### config.mk
export PLATFORM = sky130hd
export DESIGN_NAME = drive_arbiter
export DESIGN_NICKNAME = d
export VERILOG_FILES = /design/src/rtl/drive_pkg.sv /design/src/rtl/drive_tick_gen.sv /design/src/rtl/drive_arbiter.sv
export SDC_FILE = /design/constraint.sdc
export NUM_CORES = 1
export LEC_CHECK = 0
export BUFFER_PORTS_ARGS = -buffer_cell sky130_fd_sc_hd__clkbuf_2
export CORE_MARGIN = 2
export CORE_UTILIZATION = 59
export CTS_CLUSTER_SIZE = 12
export DETAILED_ROUTE_END_ITERATION = 8
export GPL_ROUTABILITY_DRIVEN = 0
export GPL_TIMING_DRIVEN = 0
export PLACE_DENSITY = 0.8
export SLEW_MARGIN = 10
export SYNTH_ARGS = -nofsm -noshare
export SYNTH_HDL_FRONTEND = slang
export SYNTH_SLANG_ARGS = --single-unit
export TNS_END_PERCENT = 50
### constraint.sdc
create_clock -name clk_50 -period 8.4 [get_ports clk_50]
set_clock_uncertainty 0.2 [all_clocks]
set_input_delay 1.68 -clock clk_50 [delete_from_list [all_inputs] [get_ports clk_50]]
set_output_delay 1.68 -clock clk_50 [all_outputs]
set_load 0.02 [all_outputs]
### src/rtl/drive_pkg.sv
// Shared drive definitions: command codes, modes, sequencer states, duty table
// and direction-class mapping used by the mode FSM and the drive arbiter.
package drive_pkg;

  typedef enum logic [2:0] {
    DRV_STOP   = 3'd0,
    DRV_LEFT   = 3'd1,
    DRV_RIGHT  = 3'd2,
    DRV_SLOW   = 3'd3,
    DRV_MEDIUM = 3'd4,
    DRV_FAST   = 3'd5
  } drive_t;

  typedef enum logic [1:0] {
    MODE_IDLE = 2'd0,
    MODE_CAM  = 2'd1,
    MODE_IR   = 2'd2
  } mode_t;

  typedef enum logic [1:0] {
    SEQ_HOLD  = 2'd0,
    SEQ_RAMP  = 2'd1,
    SEQ_DOWN  = 2'd2,
    SEQ_DWELL = 2'd3
  } seq_t;

  typedef enum logic [1:0] {
    CLS_NONE = 2'd0,
    CLS_L    = 2'd1,
    CLS_R    = 2'd2,
    CLS_FWD  = 2'd3
  } dir_class_t;

  localparam logic [7:0] DUTY_STOP   = 8'd0;
  localparam logic [7:0] DUTY_TURN   = 8'd96;
  localparam logic [7:0] DUTY_SLOW   = 8'd64;
  localparam logic [7:0] DUTY_MEDIUM = 8'd144;
  localparam logic [7:0] DUTY_FAST   = 8'd255;

  localparam logic [1:0] SRC_NONE = 2'b00;
  localparam logic [1:0] SRC_CAM  = 2'b01;
  localparam logic [1:0] SRC_IR   = 2'b10;

  // Unused codes 110/111 collapse to STOP.
  function automatic drive_t drive_decode(input logic [2:0] code);
    case (code)
      3'd1:    return DRV_LEFT;
      3'd2:    return DRV_RIGHT;
      3'd3:    return DRV_SLOW;
      3'd4:    return DRV_MEDIUM;
      3'd5:    return DRV_FAST;
      default: return DRV_STOP;
    endcase
  endfunction

  function automatic dir_class_t drive_class(input drive_t d);
    case (d)
      DRV_LEFT:                        return CLS_L;
      DRV_RIGHT:                       return CLS_R;
      DRV_SLOW, DRV_MEDIUM, DRV_FAST:  return CLS_FWD;
      default:                         return CLS_NONE;
    endcase
  endfunction

  function automatic logic [7:0] drive_duty(input drive_t d);
    case (d)
      DRV_LEFT, DRV_RIGHT: return DUTY_TURN;
      DRV_SLOW:            return DUTY_SLOW;
      DRV_MEDIUM:          return DUTY_MEDIUM;
      DRV_FAST:            return DUTY_FAST;
      default:             return DUTY_STOP;
    endcase
  endfunction

endpackage

### src/rtl/drive_tick_gen.sv
// Free-running divider emitting a one-cycle tick every RAMP_DIV cycles.
module drive_tick_gen #(
  parameter int unsigned RAMP_DIV = 50_000
) (
  input  logic clk_50,
  input  logic reset,
  output logic tick
);

  localparam int unsigned W = (RAMP_DIV > 1) ? $clog2(RAMP_DIV) : 1;
  localparam logic [W-1:0] LAST = W'(RAMP_DIV - 1);

  logic [W-1:0] cnt;

  always_ff @(posedge clk_50) begin
    if (reset) begin
      cnt  <= '0;
      tick <= 1'b0;
    end else begin
      tick <= (cnt == LAST);
      cnt  <= (cnt == LAST) ? '0 : cnt + W'(1);
    end
  end

endmodule

### src/rtl/drive_arbiter.sv
// Selects the drive source, ramps duty toward the request with stop-and-dwell
// on direction-class changes, and hands each (cmd, duty) to the motor link.
module drive_arbiter
  import drive_pkg::*;
#(
  parameter int unsigned DWELL_CYC      = 2_500_000,
  parameter int unsigned RAMP_DIV       = 50_000,
  parameter int unsigned RAMP_STEP      = 16,
  parameter int unsigned IR_TIMEOUT_CYC = 25_000_000
) (
  input  logic       clk_50,
  input  logic       reset,
  input  logic [1:0] mode,
  input  logic       mode_change,
  input  logic [2:0] cam_drive,
  input  logic [2:0] ir_drive,
  input  logic       ir_valid,
  input  logic       tx_ready,
  output logic       tx_valid,
  output logic [2:0] tx_cmd,
  output logic [7:0] tx_duty,
  output logic [1:0] active_src,
  output logic [1:0] seq_state
);

  localparam int unsigned DW = $clog2(DWELL_CYC + 1);
  localparam int unsigned WW = $clog2(IR_TIMEOUT_CYC + 1);
  localparam logic [DW-1:0] DWELL_LAST = DW'(DWELL_CYC - 1);
  localparam logic [WW-1:0] WD_MAX     = WW'(IR_TIMEOUT_CYC);
  localparam logic [8:0]    STEP9      = 9'(RAMP_STEP);
  localparam logic [7:0]    STEP8      = STEP9[7:0];

  logic [1:0]    mode_q;
  logic          mode_change_q, ir_valid_q;
  logic [2:0]    cam_q, ir_drive_q;
  drive_t        ir_latch, req, cmd, last_cmd;
  logic [WW-1:0] wd_cnt;
  logic [DW-1:0] dwell_cnt;
  logic [7:0]    duty, last_duty, req_tgt, ramp_duty, down_duty;
  dir_class_t    req_cls, cmd_cls;
  seq_t          state;
  logic          tick, pend, diff, free, step_now;

  drive_tick_gen #(.RAMP_DIV(RAMP_DIV)) u_tick (
    .clk_50 (clk_50),
    .reset  (reset),
    .tick   (tick)
  );

  always_ff @(posedge clk_50) begin
    if (reset) begin
      mode_q        <= '0;
      mode_change_q <= 1'b0;
      cam_q         <= '0;
      ir_drive_q    <= '0;
      ir_valid_q    <= 1'b0;
      active_src    <= SRC_NONE;
    end else begin
      mode_q        <= mode;
      mode_change_q <= mode_change;
      cam_q         <= cam_drive;
      ir_drive_q    <= ir_drive;
      ir_valid_q    <= ir_valid;
      case (mode_q)
        MODE_CAM: active_src <= SRC_CAM;
        MODE_IR:  active_src <= SRC_IR;
        default:  active_src <= SRC_NONE;
      endcase
    end
  end

  // A fresh press beats a timeout landing in the same cycle.
  always_ff @(posedge clk_50) begin
    if (reset) begin
      ir_latch <= DRV_STOP;
      wd_cnt   <= '0;
    end else begin
      if (ir_valid_q)            wd_cnt <= '0;
      else if (wd_cnt != WD_MAX) wd_cnt <= wd_cnt + WW'(1);
      if (mode_q != MODE_IR)     ir_latch <= DRV_STOP;
      else if (ir_valid_q)       ir_latch <= drive_decode(ir_drive_q);
      else if (wd_cnt == WD_MAX) ir_latch <= DRV_STOP;
    end
  end

  always_comb begin
    case (mode_q)
      MODE_CAM: req = drive_decode(cam_q);
      MODE_IR:  req = ir_latch;
      default:  req = DRV_STOP;
    endcase
    req_tgt   = drive_duty(req);
    req_cls   = drive_class(req);
    cmd_cls   = drive_class(cmd);
    ramp_duty = req_tgt;
    if (req_tgt > duty) begin
      if ({1'b0, 8'(req_tgt - duty)} > STEP9) ramp_duty = duty + STEP8;
    end else if ({1'b0, 8'(duty - req_tgt)} > STEP9) begin
      ramp_duty = duty - STEP8;
    end
    down_duty = ({1'b0, duty} > STEP9) ? duty - STEP8 : '0;
  end

  // Payload only moves once the previous frame is accepted and idle, so every
  // step reaches the link; one tick is parked while the link is busy.
  assign diff     = (cmd != last_cmd) || (duty != last_duty);
  assign free     = !tx_valid && !diff;
  assign step_now = (tick || pend) && free;

  always_ff @(posedge clk_50) begin
    if (reset) begin
      state     <= SEQ_HOLD;
      cmd       <= DRV_STOP;
      duty      <= '0;
      dwell_cnt <= '0;
      pend      <= 1'b0;
    end else begin
      pend <= (tick || pend) && !free;
      if (mode_change_q) begin
        dwell_cnt <= '0;
        state     <= (duty == '0) ? SEQ_DWELL : SEQ_DOWN;
      end else begin
        case (state)
          SEQ_HOLD: begin
            if (req != cmd)
              state <= (req_cls == cmd_cls || cmd == DRV_STOP) ? SEQ_RAMP : SEQ_DOWN;
          end
          SEQ_RAMP: begin
            if (cmd != DRV_STOP && req_cls != cmd_cls) begin
              state <= SEQ_DOWN;
            end else if (cmd == DRV_STOP && req == DRV_STOP) begin
              state <= SEQ_HOLD;
            end else if (step_now) begin
              cmd  <= req;
              duty <= ramp_duty;
              if (ramp_duty == req_tgt) state <= SEQ_HOLD;
            end
          end
          SEQ_DOWN: begin
            if (duty == '0) begin
              if (free) begin
                cmd       <= DRV_STOP;
                dwell_cnt <= '0;
                state     <= SEQ_DWELL;
              end
            end else if (step_now) begin
              duty <= down_duty;
              if (down_duty == '0) begin
                cmd       <= DRV_STOP;
                dwell_cnt <= '0;
                state     <= SEQ_DWELL;
              end
            end
          end
          default: begin
            if (dwell_cnt == DWELL_LAST) state <= SEQ_HOLD;
            else                         dwell_cnt <= dwell_cnt + DW'(1);
          end
        endcase
      end
    end
  end

  always_ff @(posedge clk_50) begin
    if (reset) begin
      tx_valid  <= 1'b0;
      last_cmd  <= DRV_STOP;
      last_duty <= '0;
    end else if (tx_valid) begin
      if (tx_ready) begin
        tx_valid  <= 1'b0;
        last_cmd  <= cmd;
        last_duty <= duty;
      end
    end else begin
      tx_valid <= diff;
    end
  end

  assign tx_cmd    = cmd;
  assign tx_duty   = duty;
  assign seq_state = state;

endmodule

Yosys cells after proc, flatten, opt, wreduce, memory -nomap -nowiden. Cells that the tools add are included.

Equal/unequal tests: 50. Reduce and logical (&&, ||, !) cells: 33. Multiplexer cells: 49. $lt $le $gt $ge: 4. $add $sub $neg: 7. Bitwise operators: 2.

Operator list (number): $mux 22 (5); $mux 8 (9); $pmux 22 s2 (1); $pmux 8 s4 (1); $pmux 3 s5 (2); $mux 3 (9); $add 25x1->25 const B (1); $eq 25x25->1 const B (1); $ne 25x25->1 const B (1); $eq 3x2->1 const B (8); $eq 3x3->1 const B (8); $gt 8x5->1 const B (3); $mux 2 (12); $add 22x1->22 const B (1); $eq 22x22->1 const B (1); $pmux 2 s3 (3); $add 16x1->16 const B (1); $eq 16x16->1 const B (1); $logic_not 8->1 (2); $pmux 8 s2 (1); $sub 8x8->8 (2); $reduce_and 7->1 (2); $eq 3x1->1 const B (4); $ne 2x2->1 const B (6); other kinds (31) (60).

Flip-flop bits (word level): 105. Bits of input ports: 13. Output and inout port bits: 16.

Logic depth before layout (Yosys ltp).
Depth after elaboration: 17. Gate-level depth with buffers: 19. Gate-level depth less buffers: 18.

Hierarchy. Synthesis repeated with hierarchy kept, for this count alone.

Cell total of the unflattened synthesis: 745. Area total of the unflattened synthesis: 6167.2 µm².

By module, submodules not included: drive_arbiter (area an instance 5370.2 µm², instances 1, seq. area each 1761.7 µm², cells each 663); drive_tick_gen (area an instance 797.0 µm², instances 1, seq. area each 340.3 µm², cells each 82).

Worst setup path after synthesis. Ideal clock, no wire load.

Path kind: flip-flop to flip-flop. Start: register mode_q[0]. End: register state[0], in the netlist seq_state[0]. Library setup time: 0.064 ns. Period minus slack after synthesis: 4.522 ns. Arrival: 4.258 ns. Buffers on the path: 1. Path slack: 3.878 ns. Cell stages (with the launch flop): 19. Path through: dfxtp_1 > inv_1 > ha_1 > a22o_1 > or3_1 > inv_1 > nand2_1 > inv_1 > ha_1 > clkbuf_1 > a211oi_1 > nor2_1 > o21ai_0 > a31oi_1 > a31oi_1 > nand2_1 > and4_4 > or4b_1 > nand4_1.

Cells in the longest elaborated chain, start to end: 12. Elaborated cells on any way between the ends: 38.

RTL lines: start, declared (RTL line drive_arbiter.sv:33) `logic [1:0] mode_q;`; start signal, assigned (RTL line drive_arbiter.sv:59) `mode_q <= mode;`; $eq 2x2->1 / $eq 2x1->1 (equally long branches) (RTL line drive_arbiter.sv:87) `case (mode_q)`; $pmux 3 s2 * (RTL line drive_arbiter.sv:87); $eq 3x2->1 / $eq 3x1->1 (equally long branches) (RTL line drive_pkg.sv:57, drive_pkg.sv:66); $reduce_or 2->1 (RTL line drive_pkg.sv:66) `case (d)`; $pmux 8 s4 (RTL line drive_pkg.sv:66); $sub 8x8->8, on equally long branches (RTL line drive_arbiter.sv:98, drive_arbiter.sv:97); $gt 8x5->1, on equally long branches (RTL line drive_arbiter.sv:98, drive_arbiter.sv:97); $mux 8, on equally long branches (RTL line drive_arbiter.sv:98, drive_arbiter.sv:97); $mux 8 (RTL line drive_arbiter.sv:96) `if (req_tgt > duty) begin`; $eq 8x8->1 (RTL line drive_arbiter.sv:136) `if (ramp_duty == req_tgt) state <= SEQ_HOLD;`; $ne 5x5->1 (no source line); $reduce_and 7->1 (no source line); end signal, assigned (RTL line drive_arbiter.sv:121) `state <= (duty == '0) ? SEQ_DWELL : SEQ_DOWN;`; end signal, assigned (RTL line drive_arbiter.sv:126) `state <= (req_cls == cmd_cls || cmd == DRV_STOP) ? SEQ_RAMP : SEQ_DOWN;`; end, declared (RTL line drive_arbiter.sv:41) `seq_t state;`.

Mark *: on every way between the ends. The rest lies on a longest branch, timed or not. The select of a mux whose other input is x is not followed. A chain may end at the register's enable or synchronous reset.

Final worst setup path.
Start: register mode_q[1]. End: register state[1], in the netlist seq_state[1].

Same word-level chain as after synthesis.

==> summary by stage <==
Timing
The shortest clock period the worst path allows after layout is 5.58 ns. The achievable frequency is 0.179 GHz. Setup violations remaining at the end of the flow were counted as 0.

The post-route clock period utilization is 66.5%. Setup repair after global routing left no endpoint under its margin. The hold violation count in the final report is 0. The worst-margin pin slew is 0.830 ns. The count of pins over their slew limit is 0. The worst pin sits at a relative slew slack of 44.7%. The total negative setup slack is 0 ns.

Clock tree
The clock tree from TritonCTS is built. TritonCTS created 9 clock buffers. The post-cts hold buffer count is 0. After clock tree synthesis, the setup repair step added 0 buffers.

The root buffer cell chosen for the clock tree is clkbuf_8. The later-pin clock latency in the skew report is 0.37 ns. The clock-pin transition on the worst setup and hold timing paths is 0.09 ns. The number of gates resized after CTS was 0. The number of H-tree levels is 3. The longest clock path from root to sink contains 2 buffers.

CTS saw 105 sinks.

Worst setup path
The worst reg2reg path startpoint is mode_q[1]$_SDFF_PP0_. STA classifies the critical path endpoint as a register. The worst setup path is of the reg -> reg kind. The worst-case register-to-register setup slack is 2.82 ns. The maximum net fanout on the critical path is 9.

The endpoint identified for the worst register-to-register timing path is seq_state[1]$_SDFFE_PP0P_. The critical path starts at mode_q[1]$_SDFF_PP0_. At the worst endpoint, the required time is 8.44 ns. Following the worst setup path forward leads to its endpoint at seq_state[1]$_SDFFE_PP0P_. The worst setup path is launched from a register. For the worst flop-to-flop path, the logic depth is 18. Data arrives at the worst endpoint at 5.63 ns.

Die
The total die area is 11300 µm². The floorplan has 37 rows. The number of primary I/O pins is 29. The area of the core is 10300 µm².

The die width is 106 µm. The overall die height is 106 µm. The starting utilization of the core area is 60.3%.

Synth
Synthesis produced a netlist with a net count of 821. The number of standard cells after synthesis is 774. The mapped netlist covers 6200 µm².

During synthesis, Yosys emitted a total of 0 warnings. The per-instance average area after synthesis is 8.01 µm². Sequential cells were found to cover 33.9% of the synthesized design area.

The share of synthesized registers carrying an async set or reset is 0%. The synthesized design contains 105 register bits. The count of cell types in the netlist is 75.

The synthesized design contains 0 enable-type register cells. In the synthesized netlist the dominant register cell turns out to be dfxtp_1.

Detailed routing
The remaining number of nets flagged by the antenna check after routing is 0. The post-detailed-route DRC marker count is 0. The overall via count from detail_route is 5654.

The average wire length per cell after detail routing is 14.9 µm. For this run, the detailed router's first-pass iteration total came to 6. After detailed routing, the total wire length is 14100 µm. For this block, the initial DRC count from the detailed router was 606. The ratio of routed vias to standard cells is 5.95.

Finish
Fill cells in the final layout number 917. From synthesis to final layout, the design area changed by 7.51%. The proportion of layout cells with a drive suffix above 1 is 7.61%. The number of antenna diodes in the final layout is 0. The finished cells cover 6660 µm². Registers take 2100 µm². The layout net count is 859. The multi-input logic area is 3830 µm².

Global route
Global routing used 25.9% of the available tracks across all layers. The final global-route overflow total is 0. The wire length of the first global-routing pass is 24100 µm.

The pin count of the biggest net entering global routing is 16. The initial antenna violation count is 0. The via count of the first global-routing pass came to 5395.

Place
Once placement finished, the instance area stood at 6500 µm². During placement, the flow inserted port buffers numbering 27. The half-perimeter wire length of the detailed placement result is 10600 µm.

Pwr
The peak ir drop on the vdd network is 0.000141 V. Dividing total power by cell area gives a power density of 221 nW/µm². The leakage power is 2.55 nW. The sum of internal, switching and leakage power is 1.47 mW.

Status
The run finished with clean final reports.

Worst hold path
The tightest min-delay check is of the reg -> reg type.

Flow run
The number of violations of the max-capacitance limit is 0.
-- synthesized netlist by cell type (8+ instances only) --
master	count	share of area, %
nor2_1	110	6.7
dfxtp_1	105	34
nand2_1	76	4.6
xor2_1	51	7.2
a21oi_1	47	3.8
inv_1	35	2.1
ha_1	33	6.7
nand3_1	29	2.3
clkbuf_1	28	1.7
xnor2_1	23	3.3
nor3_1	21	1.7
nand4_1	19	1.9
o21ai_0	19	1.5
nor2b_1	18	1.8
nor4_1	12	1.2
nand2b_1	10	1.0
mux2i_1	9	1.5
and3_1	8	0.81
-- worst max-delay path, cell delays in order (launching register included) --
cell and delay [ns]:
dfxtp_1 0.37, inv_1 0.05, ha_1 0.26, a22oi_1 0.68, or3_1 0.31, inv_1 0.17, nand2_1 0.28, inv_1 0.20
ha_1 0.31, clkbuf_1 0.19, a211oi_1 0.27, nor2_1 0.12, o21ai_0 0.31, a31oi_1 0.22, a31oi_1 0.50, nand2_1 0.19
a311oi_1 0.51, o2111a_1 0.25, nor3_1 0.05
-- per-layer routing --
| metal | wire (µm) | GRT usage (%) | share of wire [%] |
|---|---|---|---|
| met1 | 6200 | 32.5 | 44 |
| met2 | 6790 | 43.5 | 48 |
| met3 | 711 | 4.90 | 5.0 |
| met4 | 425 | 10.7 | 3.0 |
| met5 | 0 | 0 | 0 |
-- registers in the layout (all words and copies together) (netlist names) --
| signal | flops |
|---|---|
| mode_change_q | 1 |
| ir_valid_q | 1 |
| mode_q | 2 |
| dwell_cnt | 22 |
| active_src | 2 |
| tx_cmd | 3 |
| wd_cnt | 25 |
| last_duty | 8 |
| u_tick.cnt | 16 |
| ir_drive_q | 3 |
| tx_valid | 1 |
| cam_q | 3 |
| ir_latch | 3 |
| tx_duty | 8 |
| seq_state | 2 |
| last_cmd | 3 |
| u_tick.tick | 1 |
| pend | 1 |
-- how the worst min path moves through the flow --
stage	from	endpoint	slack [ns]	depth (start not counted)
2_1_floorplan	u_tick.cnt[0]$_SDFF_PP0_	u_tick.cnt[0]$_SDFF_PP0_	0.22	1
3_3_place_gp	u_tick.cnt[0]$_SDFF_PP0_	u_tick.cnt[0]$_SDFF_PP0_	0.23	1
3_5_place_dp	u_tick.cnt[0]$_SDFF_PP0_	u_tick.cnt[0]$_SDFF_PP0_	0.25	1
4_1_cts	u_tick.cnt[0]$_SDFF_PP0_	u_tick.cnt[0]$_SDFF_PP0_	0.26	1
5_1_grt	u_tick.cnt[0]$_SDFF_PP0_	u_tick.cnt[0]$_SDFF_PP0_	0.28	1
6_report	u_tick.cnt[0]$_SDFF_PP0_	u_tick.cnt[0]$_SDFF_PP0_	0.26	1
-- metrics by stage --
stage	utilization, %	std cells	hold WS (ns)	setup slack, ns
2_1_floorplan	-	774	0.218	3.88
3_3_place_gp	63.3	937	0.228	3.11
3_5_place_dp	63.3	937	0.248	3.00
4_1_cts	64.8	951	0.264	2.97
5_1_grt	64.8	951	0.278	2.43
6_report	64.8	951	0.258	2.82
-- power breakdown --
part           internal, mW  switching [mW]  leakage [nW]
sequential            0.518          0.0239         0.851
combinational         0.247           0.408          1.61
clock                 0.112           0.163        0.0850
total                 0.878           0.594          2.55
-- cell type report --
class	instances	share of cell area (%)
plain buffers	33	1.97
clock buffers	11	2.12
clock inverters	3	0.282
inverters	35	1.97
multi-input cells	601	57.5
flip-flops and latches	105	31.5
well taps	136	2.55
repair buffers	27	2.03
-- cell families (layout without fill, tap and decap cells) --
group / Yosys count / in the layout / synth area share (%)
AND/OR/NAND/NOR: 347 / 347 / 28.0
AO/OA/AOI/OAI: 136 / 136 / 14.8
flip-flops: 105 / 105 / 33.9
XOR/XNOR: 74 / 74 / 10.5
buffers and inverters: 68 / 109 / 4.24
adder cells (fa/ha/maj): 34 / 34 / 6.99
multiplexers: 10 / 10 / 1.64
-- layout by cell type, fill, tap and decap left out, types with 19 or more instances in the layout --
cell and n:
dfxtp_1 105, a21oi_1 47, clkbuf_1 29, inv_1 35, xor2_1 51, clkbuf_2 27
nor2_1 110, nand3_1 29, nand4_1 19, o21ai_0 19, ha_1 33, xnor2_1 23
nor3_1 21, nand2_1 76
Power figures use the tool's default switching activity.
